[src/rtl/pair_exit_arbiter.sv]
`default_nettype none
// ============================================================================
// Module      : pair_exit_arbiter
// Description : Round-robin drain of NUM_SRC pair-exit FIFOs onto a single
//               host read channel. Each rising edge of host_req pops one
//               entry from the next non-empty FIFO and presents it with its
//               source index; an all-empty request returns a zero word
//               flagged empty. Also reports aggregate FIFO occupancy.
// Revision    : 1.0 - initial release
// ============================================================================
module pair_exit_arbiter #(
    parameter int NUM_SRC = 4,    // number of exit FIFOs (2..16)
    parameter int SRC_W   = 2,    // ceil(log2(NUM_SRC))
    parameter int DATA_W  = 192,  // one particle pair
    parameter int CNT_W   = 8,    // width of each FIFO data_count
    parameter int RD_LAT  = 1     // FIFO rd_en to valid dout (1..3)
) (
    input  logic                      clk,
    input  logic                      reset,       // asynchronous, active-low
    input  logic [NUM_SRC*CNT_W-1:0]  fifo_count,
    input  logic [NUM_SRC*DATA_W-1:0] fifo_dout,
    output logic [NUM_SRC-1:0]        fifo_rd_en,
    input  logic                      host_req,
    output logic [DATA_W-1:0]         host_data,
    output logic [SRC_W-1:0]          host_src,
    output logic                      host_valid,
    output logic                      host_empty,
    output logic                      busy,
    output logic [31:0]               total_count
);

    // ------------------------------------------------------------------------
    // Constants
    // ------------------------------------------------------------------------
    localparam logic [SRC_W:0]   c_num_src  = (SRC_W+1)'(NUM_SRC);
    localparam logic [SRC_W-1:0] c_last_src = SRC_W'(NUM_SRC - 1);
    localparam logic [1:0]       c_lat_init = 2'(RD_LAT - 1);

    typedef enum logic [1:0] {
        ST_IDLE    = 2'd0,
        ST_POP     = 2'd1,
        ST_WAIT    = 2'd2,
        ST_PRESENT = 2'd3
    } state_t;

    // ------------------------------------------------------------------------
    // State
    // ------------------------------------------------------------------------
    state_t              state_q,      state_d;
    logic [SRC_W-1:0]    rr_ptr_q,     rr_ptr_d;
    logic [SRC_W-1:0]    grant_q,      grant_d;
    logic [1:0]          lat_cnt_q,    lat_cnt_d;
    logic                req_pend_q,   req_pend_d;
    logic                prev_req_q,   prev_req_d;
    logic [NUM_SRC-1:0]  rd_en_q,      rd_en_d;
    logic [DATA_W-1:0]   host_data_q,  host_data_d;
    logic [SRC_W-1:0]    host_src_q,   host_src_d;
    logic                host_valid_q, host_valid_d;
    logic                host_empty_q, host_empty_d;
    logic                busy_q,       busy_d;
    logic [31:0]         total_q,      total_d;

    // ------------------------------------------------------------------------
    // Combinational helpers
    // ------------------------------------------------------------------------
    logic                w_edge;
    logic [NUM_SRC-1:0]  w_cnt_nz;
    logic                w_found;
    logic [SRC_W-1:0]    w_grant_sel;

    assign w_edge = host_req & ~prev_req_q;

    // One non-empty flag per FIFO
    generate
        for (genvar gi = 0; gi < NUM_SRC; gi++) begin : g_cnt_nz
            assign w_cnt_nz[gi] = |fifo_count[gi*CNT_W +: CNT_W];
        end
    endgenerate

    // Round-robin search: first non-empty FIFO at or after rr_ptr, wrapping
    always_comb begin
        logic [SRC_W:0] idx;
        w_found     = 1'b0;
        w_grant_sel = '0;
        idx         = '0;
        for (int k = 0; k < NUM_SRC; k++) begin
            idx = {1'b0, rr_ptr_q} + (SRC_W+1)'(k);
            if (idx >= c_num_src) begin
                idx = idx - c_num_src;
            end
            if (!w_found && w_cnt_nz[idx[SRC_W-1:0]]) begin
                w_found     = 1'b1;
                w_grant_sel = idx[SRC_W-1:0];
            end
        end
    end

    // Aggregate occupancy; the maximum sum always fits in 32 bits
    always_comb begin
        total_d = '0;
        for (int i = 0; i < NUM_SRC; i++) begin
            total_d = total_d + 32'(fifo_count[i*CNT_W +: CNT_W]);
        end
    end

    // FSM next-state and registered-output logic
    always_comb begin
        state_d      = state_q;
        rr_ptr_d     = rr_ptr_q;
        grant_d      = grant_q;
        lat_cnt_d    = lat_cnt_q;
        req_pend_d   = req_pend_q;
        prev_req_d   = host_req;
        host_data_d  = host_data_q;
        host_src_d   = host_src_q;
        host_valid_d = host_valid_q;
        host_empty_d = host_empty_q;

        case (state_q)
            ST_IDLE: begin
                if (req_pend_q) begin
                    if (w_found) begin
                        grant_d      = w_grant_sel;
                        host_valid_d = 1'b0;
                        state_d      = ST_POP;
                    end else begin
                        // Nothing to drain: answer with an empty response and
                        // leave the round-robin pointer where it was.
                        host_data_d  = '0;
                        host_valid_d = 1'b0;
                        host_empty_d = 1'b1;
                        req_pend_d   = 1'b0;
                    end
                end else if (w_edge) begin
                    req_pend_d = 1'b1;
                end
            end
            ST_POP: begin
                lat_cnt_d = c_lat_init;
                state_d   = ST_WAIT;
            end
            ST_WAIT: begin
                if (lat_cnt_q == 2'd0) begin
                    state_d = ST_PRESENT;
                end else begin
                    lat_cnt_d = lat_cnt_q - 2'd1;
                end
            end
            ST_PRESENT: begin
                host_data_d  = fifo_dout[grant_q*DATA_W +: DATA_W];
                host_src_d   = grant_q;
                host_valid_d = 1'b1;
                host_empty_d = 1'b0;
                req_pend_d   = 1'b0;
                rr_ptr_d     = (grant_q == c_last_src) ? '0 : grant_q + 1'b1;
                state_d      = ST_IDLE;
            end
            default: begin
                state_d = ST_IDLE;
            end
        endcase

        // The pop strobe is registered so it is high exactly while in POP
        rd_en_d = '0;
        if (state_d == ST_POP) begin
            rd_en_d[grant_d] = 1'b1;
        end

        busy_d = (state_d != ST_IDLE);
    end

    // State and output registers; reset also kills an in-flight pop strobe
    always_ff @(posedge clk or negedge reset) begin
        if (!reset) begin
            state_q      <= ST_IDLE;
            rr_ptr_q     <= '0;
            grant_q      <= '0;
            lat_cnt_q    <= '0;
            req_pend_q   <= 1'b0;
            prev_req_q   <= 1'b1;   // a level already high at release is not a request
            rd_en_q      <= '0;
            host_data_q  <= '0;
            host_src_q   <= '0;
            host_valid_q <= 1'b0;
            host_empty_q <= 1'b1;
            busy_q       <= 1'b0;
            total_q      <= '0;
        end else begin
            state_q      <= state_d;
            rr_ptr_q     <= rr_ptr_d;
            grant_q      <= grant_d;
            lat_cnt_q    <= lat_cnt_d;
            req_pend_q   <= req_pend_d;
            prev_req_q   <= prev_req_d;
            rd_en_q      <= rd_en_d;
            host_data_q  <= host_data_d;
            host_src_q   <= host_src_d;
            host_valid_q <= host_valid_d;
            host_empty_q <= host_empty_d;
            busy_q       <= busy_d;
            total_q      <= total_d;
        end
    end

    // ------------------------------------------------------------------------
    // Outputs
    // ------------------------------------------------------------------------
    assign fifo_rd_en  = rd_en_q;
    assign host_data   = host_data_q;
    assign host_src    = host_src_q;
    assign host_valid  = host_valid_q;
    assign host_empty  = host_empty_q;
    assign busy        = busy_q;
    assign total_count = total_q;

endmodule
`default_nettype wire

[config.mk]
export PLATFORM = sky130hd
export DESIGN_NAME = pair_exit_arbiter
export DESIGN_NICKNAME = d
export VERILOG_FILES = /design/src/rtl/pair_exit_arbiter.sv
export SDC_FILE = /design/constraint.sdc
export NUM_CORES = 1
export LEC_CHECK = 0
export CORE_AREA = 2 2 398 400
export DETAILED_ROUTE_END_ITERATION = 16
export DIE_AREA = 0 0 400 402
export HOLD_SLACK_MARGIN = 0.12
export SYNTH_ARGS = -nofsm -noshare
export SYNTH_HDL_FRONTEND = slang
export SYNTH_SLANG_ARGS = --single-unit
export TNS_END_PERCENT = 5
[constraint.sdc]
create_clock -name clk -period 3 [get_ports clk]
set_input_delay 0.6 -clock clk [delete_from_list [all_inputs] [get_ports clk]]
set_output_delay 0.6 -clock clk [all_outputs]
set_load 0.005 [all_outputs]
# [Word-level counts from Yosys, hierarchy flattened]
# Cells that the tools add are included.
[word_totals] inputBits=803 wordCells=111 reg_bits=222 output_inout_bits=233
[classes] shifts=1 n_eq_ne=8 n_mux=45 reduce_logical=19 n_bitwise=2 magnitude_cmp=10 n_mul=1 addsub=12
[op_table] operator="$shiftx 768x11->192" count=1
[op_table] operator="$mux 192" count=2
[op_table] operator="$pmux 192 s2" count=1
[op_table] operator="$mux 2" count=16
[op_table] operator="$reduce_or 8->1" count=4
[op_table] operator="$lt 2x3->1 const B" count=5
[op_table] operator="$mux 1" count=15
[op_table] operator="$add 10x8->11" count=1
[op_table] operator="$add 9x8->10" count=1
[op_table] operator="$sub 2x1->2 const B" count=5
[op_table] operator="$add 8x8->9" count=1
[op_table] operator="$ge 3x3->1 const B" count=3
[op_table] operator="$bmux 1 s2" count=4
[op_table] operator="$pmux 2 s4" count=1
[op_table] operator="$add 2x2->3 const B" count=2
[op_table] operator="$eq 2x2->1 const B" count=3
[op_table] operator="$ne 2x2->1 const B" count=3
[op_table] operator="$pmux 1 s2" count=3
[op_table] operator="$reduce_bool 2->1" count=3
[op_table] operator="$eq 2x1->1 const B" count=2
[op_table] operator="$logic_and 1x1->1" count=4
[op_table] operator="$logic_not 2->1" count=2
[op_table] operator="$mul 2x2->4 const B" count=1
[op_table] operator="$mux 4" count=1
[op_table] operator="other kinds (11)" count=14

# [Logic depth before layout (Yosys ltp)]
# Gate-level depths: netlist of the first run.
[depth] ltp_word=22 ltp_mapped=13 depth_no_buf=13

# [Least setup slack after synthesis of the first run]
# OpenSTA, ideal clock, no wires.
[synth_path] path_kind="in2reg" startpoint="input port fifo_count[1]" endpoint="register total_q[7] (netlist: total_count[7])" stages=13 path_buffers=0 arrival_time_ns=2.891 t_required_ns=2.876 setup_ns=0.124 setup_slack_ns=-0.015 path_cell_list="inv_1 -> fa_1 -> inv_1 -> fa_1 -> ha_1 -> inv_1 -> fa_1 -> nor2b_1 -> o21ai_0 -> nand2b_1 -> a21o_1 -> a21oi_1 -> xnor2_1"
[synth_between] elab_chain_cells=3
[synth_rtl] element="start: declaration" line_no="20" text="input logic [NUM_SRC*CNT_W-1:0] fifo_count,"
[synth_rtl] element="$add 8x8->9" line_no="102" text="total_d = total_d + 32'(fifo_count[i*CNT_W +: CNT_W]);"
[synth_rtl] element="$add 9x8->10" line_no="102"
[synth_rtl] element="$add 10x8->11" line_no="102"
[synth_rtl] element="via total_d[7]" line_no="61" text="logic [31:0] total_q, total_d;"
[synth_rtl] element="end signal: assignment" line_no="201" text="total_q <= total_d;"
[synth_rtl] element="end: declaration" line_no="61"
# The timed path passes the listed nets, and every way through them passes these cells.
# A chain may end at the register's enable or synchronous reset.

# [Worst setup path in the final report of the first run]
[layout_path] startpoint="input port fifo_count[9]" endpoint="register total_q[7] (netlist: total_count[7])"
# Same word-level chain as after synthesis.

==> impl_metrics.toml, run 1 <==
[min_path]
holdPathEnd = "prev_req_q$_DFF_PN1_"
holdCritPathClass = "input pin to flip-flop"
hp-start = "host_req"
hold_depth = 1

[critical_path]
crit_arrival_ps = 3420
endpoint_kind = "flip-flop"
crit_type = "input pin to flip-flop"
regToRegSetupSlack_ps = 910
start_kind = "input pin"
timing.rr.start = "grant_q[0]$_DFF_PN0_"
r2r-end = "host_data[139]$_DFFE_PN0P_"
required_ps = 3490
crit_fanout = 2
reg2reg_depth = 5

[sta]
worst_pin_slew_ps = 743
clock_skew_ps = 27.3
finalCritPeriodShare = 0.976
fmax_mhz = 342
setup_viol = 0
finalCriticalPeriod_ps = 2930
drv_slew = 0
timing_hold_violations_final = 0
rsz0062_at_grt = "yes"
finalSetupTns_ps = 0
max-slew-margin-rel = 0.505

[placed_design]
hpwl_mm = 95.9
place.gp.congestion = 0.948
placed_area_um2 = 27400
portBuffers = 1013

[yosys]
synthTopCellsByArea = "dfrtp_1 (38%), mux4_2 (30%), nand2_1 (10%)"
synth_most_common_cell = "nand2_1"
ys_ff_latch = 221
yosysWarnings = 0
synthArstFlopShare = 1.00
syn_avg_cell_area_um2 = 11.0
synth_cells = 1297
syn-cell-area_um2 = 14300
post-synth-top-area-cell = "dfrtp_1"
synth_top_area_frac = 0.383
ys_types = 46
synth-edff-count = 0
ys_seq_area_frac = 0.387
synth_common_cells = "nand2_1 (399), dfrtp_1 (219), mux4_2 (192)"
synthFlopType = "dfrtp_1"

[floorplanning]
row_count = 146
die_w_um = 400
chipHeight_um = 402
core-area_um2 = 157000
dieArea_um2 = 161000
ios = 1036
start_util = 0.0911

[pwr]
total_leakage_power_nw = 10.5
vdd.ir_drop.worst_mv = 0.892
power.total_mw = 21.4
power_density_nw_per_um2 = 750

[drt]
avgViaCountPerCell = 3.44
first_iter_violations = 1164
drcViolationCount = 0
drt_pass1_iterations = 7
routed_wl_mm = 110
avgRoutedWirePerCell_um = 24.7
ant_nets = 0
vias = 15300

[clock_tree]
cts_max_level = 1
clk_pin_slew_ps = 60
clockBufferDepth = 3
root_buffer = "clkbuf_16"
cts.sinks = 221
insertion_delay_ps = 620
numCtsBuffers = 30
cts_tree = "done"

[finish]
fillers = 17400
fin_area_um2 = 28500
drive_gt1_frac = 0.156
multi_input_area_um2 = 7960
layout.nets = 3165
area_delta_synth_final_pct = 99.3
regArea_um2 = 5540

[global_route]
grt_max_degree = 86
grt_pass1_wl_mm = 141
first_global_vias = 15600
track_usage = 0.130
overflow = 0
antenna_found_initial = 71

[flow_run]
maxCapViolations = 0

[run_status]
status = "complete, no violations"
-- critical path: stages --
cell	delay, ps
clkdlybuf4s50_1	490
inv_1	60
fa_1	510
inv_1	60
fa_1	490
ha_2	180
inv_1	50
fa_2	350
nor2b_2	120
o21ai_1	70
nand2b_1	110
a21o_1	140
a21oi_2	70
xnor2_1	130
-- sequential cells by signal (all words and copies together) (netlist names) --
name         count
req_pend_q       1
lat_cnt_q        2
rr_ptr_q         2
fifo_rd_en       4
host_empty       1
state_q          2
host_valid       1
total_count     10
host_src         2
host_data      192
grant_q          2
prev_req_q       1
busy             1
-- how the worst max path moves through the flow --
stage | start | slack, ps | end | cells after the start
3_5_place_dp | fifo_count[1] | -690 | total_count[9]$_DFF_PN0_ | 14
5_1_grt | fifo_count[2] | -2 | total_count[8]$_DFF_PN0_ | 11
6_report | fifo_count[9] | 70 | total_count[7]$_DFF_PN0_ | 14
2_1_floorplan | fifo_count[1] | 40 | total_count[9]$_DFF_PN0_ | 13
3_3_place_gp | fifo_count[1] | -670 | total_count[9]$_DFF_PN0_ | 14
4_1_cts | fifo_count[1] | 20 | total_count[9]$_DFF_PN0_ | 14
-- layout by cell type, fill, tap and decap left out, drive strengths merged, types with 10 or more instances in the layout --
master         netlist  layout
clkdlybuf4s50        0    1011
nand2              399     399
dfrtp              219     219
o21ai              200     200
mux4               192     192
buf                 67     100
inv                 51      53
clkbuf              65      39
conb                 1      22
fa                  16      16
ha                  15      15
diode                0      13
nor2                10      10
-- cell families (layout without fill, tap and decap cells) --
kind of cell / Yosys count / count (layout) / synth area share
XOR/XNOR: 7 / 7 / 0.00428
AND/OR/NAND/NOR: 434 / 434 / 0.119
multiplexers: 198 / 198 / 0.307
adder cells (fa/ha/maj): 31 / 31 / 0.0355
buffers and inverters: 183 / 1220 / 0.0654
other: 1 / 35 / 0.000262
flip-flops: 221 / 221 / 0.387
AO/OA/AOI/OAI: 222 / 222 / 0.0825
-- cell type report --
type,count,area share
multi-input combinational,914,0.279
inverter,51,0.00671
clock buffer,39,0.0297
timing repair buffer,1113,0.391
sequential,221,0.194
antenna,13,0.00114
tap,2072,0.0909
clock inverter,17,0.00737
-- where the power goes --
| group | switching, mW | internal [mW] | total, mW |
|---|---|---|---|
| logic | 6.92 | 6.23 | 13.2 |
| clock network | 1.59 | 2.33 | 3.92 |
| registers | 0.550 | 3.75 | 4.30 |
-- repair_timing --
action	in CTS	in global routing
gates resized for setup	1	8
setup buffers	0	1
setup endpoints to repair	1	3
endpoints found under the hold margin	53	0
pin swaps	0	3
hold buffers	1	0
-- routing by layer --
metal | up-vias | share of wire | global-route usage
met5 | - | 0.0014 | 0
met4 | 26 | 0.026 | 0.0331
met3 | 175 | 0.091 | 0.0379
met2 | 843 | 0.49 | 0.222
met1 | 7570 | 0.40 | 0.158
li1 | 6679 | - | -
-- metrics by stage --
stage / instances / hold WS (ps) / setup WS, ps / utilization
2_1_floorplan: 1318 / 304 / 40.5 / -
3_3_place_gp: 4369 / 459 / -670 / 0.174
3_5_place_dp: 4369 / 466 / -692 / 0.174
4_1_cts: 4426 / 388 / 15.6 / 0.181
5_1_grt: 4436 / 430 / -2.20 / 0.181
6_report: 4440 / 455 / 72.9 / 0.181
(Power assumes the default switching activity.)
==> run 2, diff against run 1 <==
CTS_CLUSTER_SIZE = 12   (was default)
==> results of run 2 <==
Final layout, timing and power as in run 1 (identical DEF).
==> run 3, diff against run 2 <==
CORE_AREA = 2 2 409 411   (was 2 2 398 400)
DIE_AREA = 0 0 411 413   (was 0 0 400 402)
clock period = 2.75 ns   (was 3 ns; I/O delays follow)
==> run 3 against run 2 <==
- sequential share of layout area down 0.10 points
- worst hold slack got worse by 41 ps
- worst setup slack gained 11 ps
- die area grew 5.6%
==> impl_metrics.toml, run 3 (synthesized netlist as in run 1, its figures left out) <==
[pwr]
total_leakage_power_nw = 10.6
power_density_nw_per_um2 = 807
vdd.ir_drop.worst_mv = 0.510

[floorplanning]
die_w_um = 411
core-area_um2 = 166000
ios = 1036
chipHeight_um = 413
dieArea_um2 = 170000
start_util = 0.0863
row_count = 150

[finish]
fin_area_um2 = 28700
largest_reg_flops = 192
drive_gt1_frac = 0.161
fillers = 18500
mostFrequentLayoutCells = "clkdlybuf4s50_1 (1000), nand2_1 (399), dfrtp_1 (217)"
final_util = 0.173
layout.nets = 3174
area_delta_synth_final_pct = 100
layout_commonest_cell = "clkdlybuf4s50_1"

[critical_path]
reg2reg_depth = 5
crit_slowest_cell = "fa_2"
r2r-end = "host_data[26]$_DFFE_PN0P_"
critPathMaxStageDelay_ps = 520
regToRegSetupSlack_ps = 640
timing.rr.start = "grant_q[0]$_DFF_PN0_"
worst-path-buf-inv = 3
endpoint_kind = "flip-flop"
crit_type = "input pin to flip-flop"
crit_start = "fifo_count[20]"
cpMostUsedCell = "inv_1"
cp-endpoint = "total_count[8]$_DFF_PN0_"
critical_path.top_delay_family = "adder cells"
crit_fanout = 3
cp_num_cells = 10
start_kind = "input pin"
cp_cell_sequence = "clkdlybuf4s50_1, inv_1, fa_2, fa_1, inv_1, ha_1, nand2_1, o21ai_2, o41ai_2, xnor2_1"
required_ps = 3260
crit_arrival_ps = 3180

[placed_design]
hpwl_mm = 97.0
placed_area_um2 = 27600
place.gp.congestion = 0.957
portBuffers = 1013
dp_slack_ps = -808

[flow_run]
maxCapViolations = 0

[global_route]
overflow = 0
grt_max_degree = 67
first_global_vias = 15500
grt_pass1_wl_mm = 141
track_usage = 0.123
antenna_found_initial = 67

[clock_tree]
cts_max_level = 1
clockBufferDepth = 3
insertion_delay_ps = 590
clk_pin_slew_ps = 60
cts.sinks = 221
cts_tree = "done"
numCtsBuffers = 28
root_buffer = "clkbuf_16"

[sta]
clock_skew_ps = 13.9
finalCritPeriodShare = 0.969
hold_slack_ps = 413
drv_slew = 0
timing_hold_violations_final = 0
setup_viol = 0
rsz0062_at_grt = "yes"
max-slew-margin-rel = 0.552
fmax_mhz = 375
fin_ws_ps = 84.0
finalCriticalPeriod_ps = 2670
worst_pin_slew_ps = 673

[drt]
routed-wl-met3_mm = 11.9
wl_met1_mm = 43.1
avgRoutedWirePerCell_um = 24.1
drcViolationCount = 0
first_iter_violations = 1090
avgViaCountPerCell = 3.38
ant_nets = 0
routed_wl_mm = 110
topRoutingLayerUsed = "met5"
vias = 15500
wl_met2_mm = 52.1
drt_pass1_iterations = 5

[run_status]
status = "complete, no violations"

[min_path]
holdCritPathClass = "input pin to flip-flop"
-- run 3: cell count changes in the layout (fill, tap and decap cells not counted), moves of 4 or more --
cell,previous run,this run
inv_1,51,47
clkbuf_8,4,9
inv_2,0,4
dlymetal6s2s_1,1,9
buf_4,80,97
clkdlybuf4s50_1,1011,1000
clkinv_2,6,2
buf_12,19,13
-- run 3: cell type report --
| type | count | area (µm²) | share of cell area |
|---|---|---|---|
| timing repair buffer | 1124 | 11200 | 0.389 |
| multi-input combinational | 914 | 8000 | 0.279 |
| sequential | 221 | 5540 | 0.193 |
| tap | 2204 | 2760 | 0.0962 |
| clock buffer | 43 | 847 | 0.0296 |
| inverter | 51 | 191 | 0.00668 |
| clock inverter | 8 | 133 | 0.00463 |
| antenna | 12 | 30.0 | 0.00105 |
-- run 3: worst min path at each step --
stage,from,to,slack (ps),depth (start not counted)
floorplan,reset,busy$_DFF_PN0_,250,0
global placement,host_empty$_DFFE_PN1P_,host_empty$_DFFE_PN1P_,460,2
detailed placement,host_empty$_DFFE_PN1P_,host_empty$_DFFE_PN1P_,460,2
CTS,host_req,prev_req_q$_DFF_PN1_,350,1
global route,host_req,prev_req_q$_DFF_PN1_,380,1
finish,host_req,prev_req_q$_DFF_PN1_,410,1
-- run 3: power by group --
group | internal (mW) | switching (mW) | total (mW) | leakage [nW]
registers | 4.09 | 0.613 | 4.71 | 2.95
clock network | 2.39 | 1.59 | 3.98 | 0.479
logic | 6.73 | 7.71 | 14.4 | 7.14
total | 13.2 | 9.91 | 23.1 | 10.6
-- run 3: routing by layer --
layer,vias up,global-route usage
li1,6689,-
met1,7647,0.146
met2,901,0.204
met3,202,0.0511
met4,40,0.0289
met5,-,0
-- run 3: metrics by stage --
| step | TNS (ps) | power [mW] | cells |
|---|---|---|---|
| 2_1_floorplan | -349 | 12.4 | 1318 |
| 4_1_cts | 0 | 23.5 | 4563 |
| 6_report | 0 | 23.1 | 4577 |
| 5_1_grt | -2.10 | 24.6 | 4567 |
| 3_3_place_gp | -72270 | 19.3 | 4510 |
| 3_5_place_dp | -75440 | 19.4 | 4510 |
-- run 3: worst reg2reg max path, cell delays in order (launching register included) --
cell and delay (ps):
dfrtp_4 440, buf_12 200, buf_4 550, mux4_2 640, nand2_1 100, o21ai_1 50
-- run 3: timing repair --
item	in CTS	in global routing
resized for setup	5	18
setup buffers	1	2
endpoints found under the hold margin	46	0
hold buffers	1	0
pin swaps	7	16
endpoints found under the setup margin	4	5
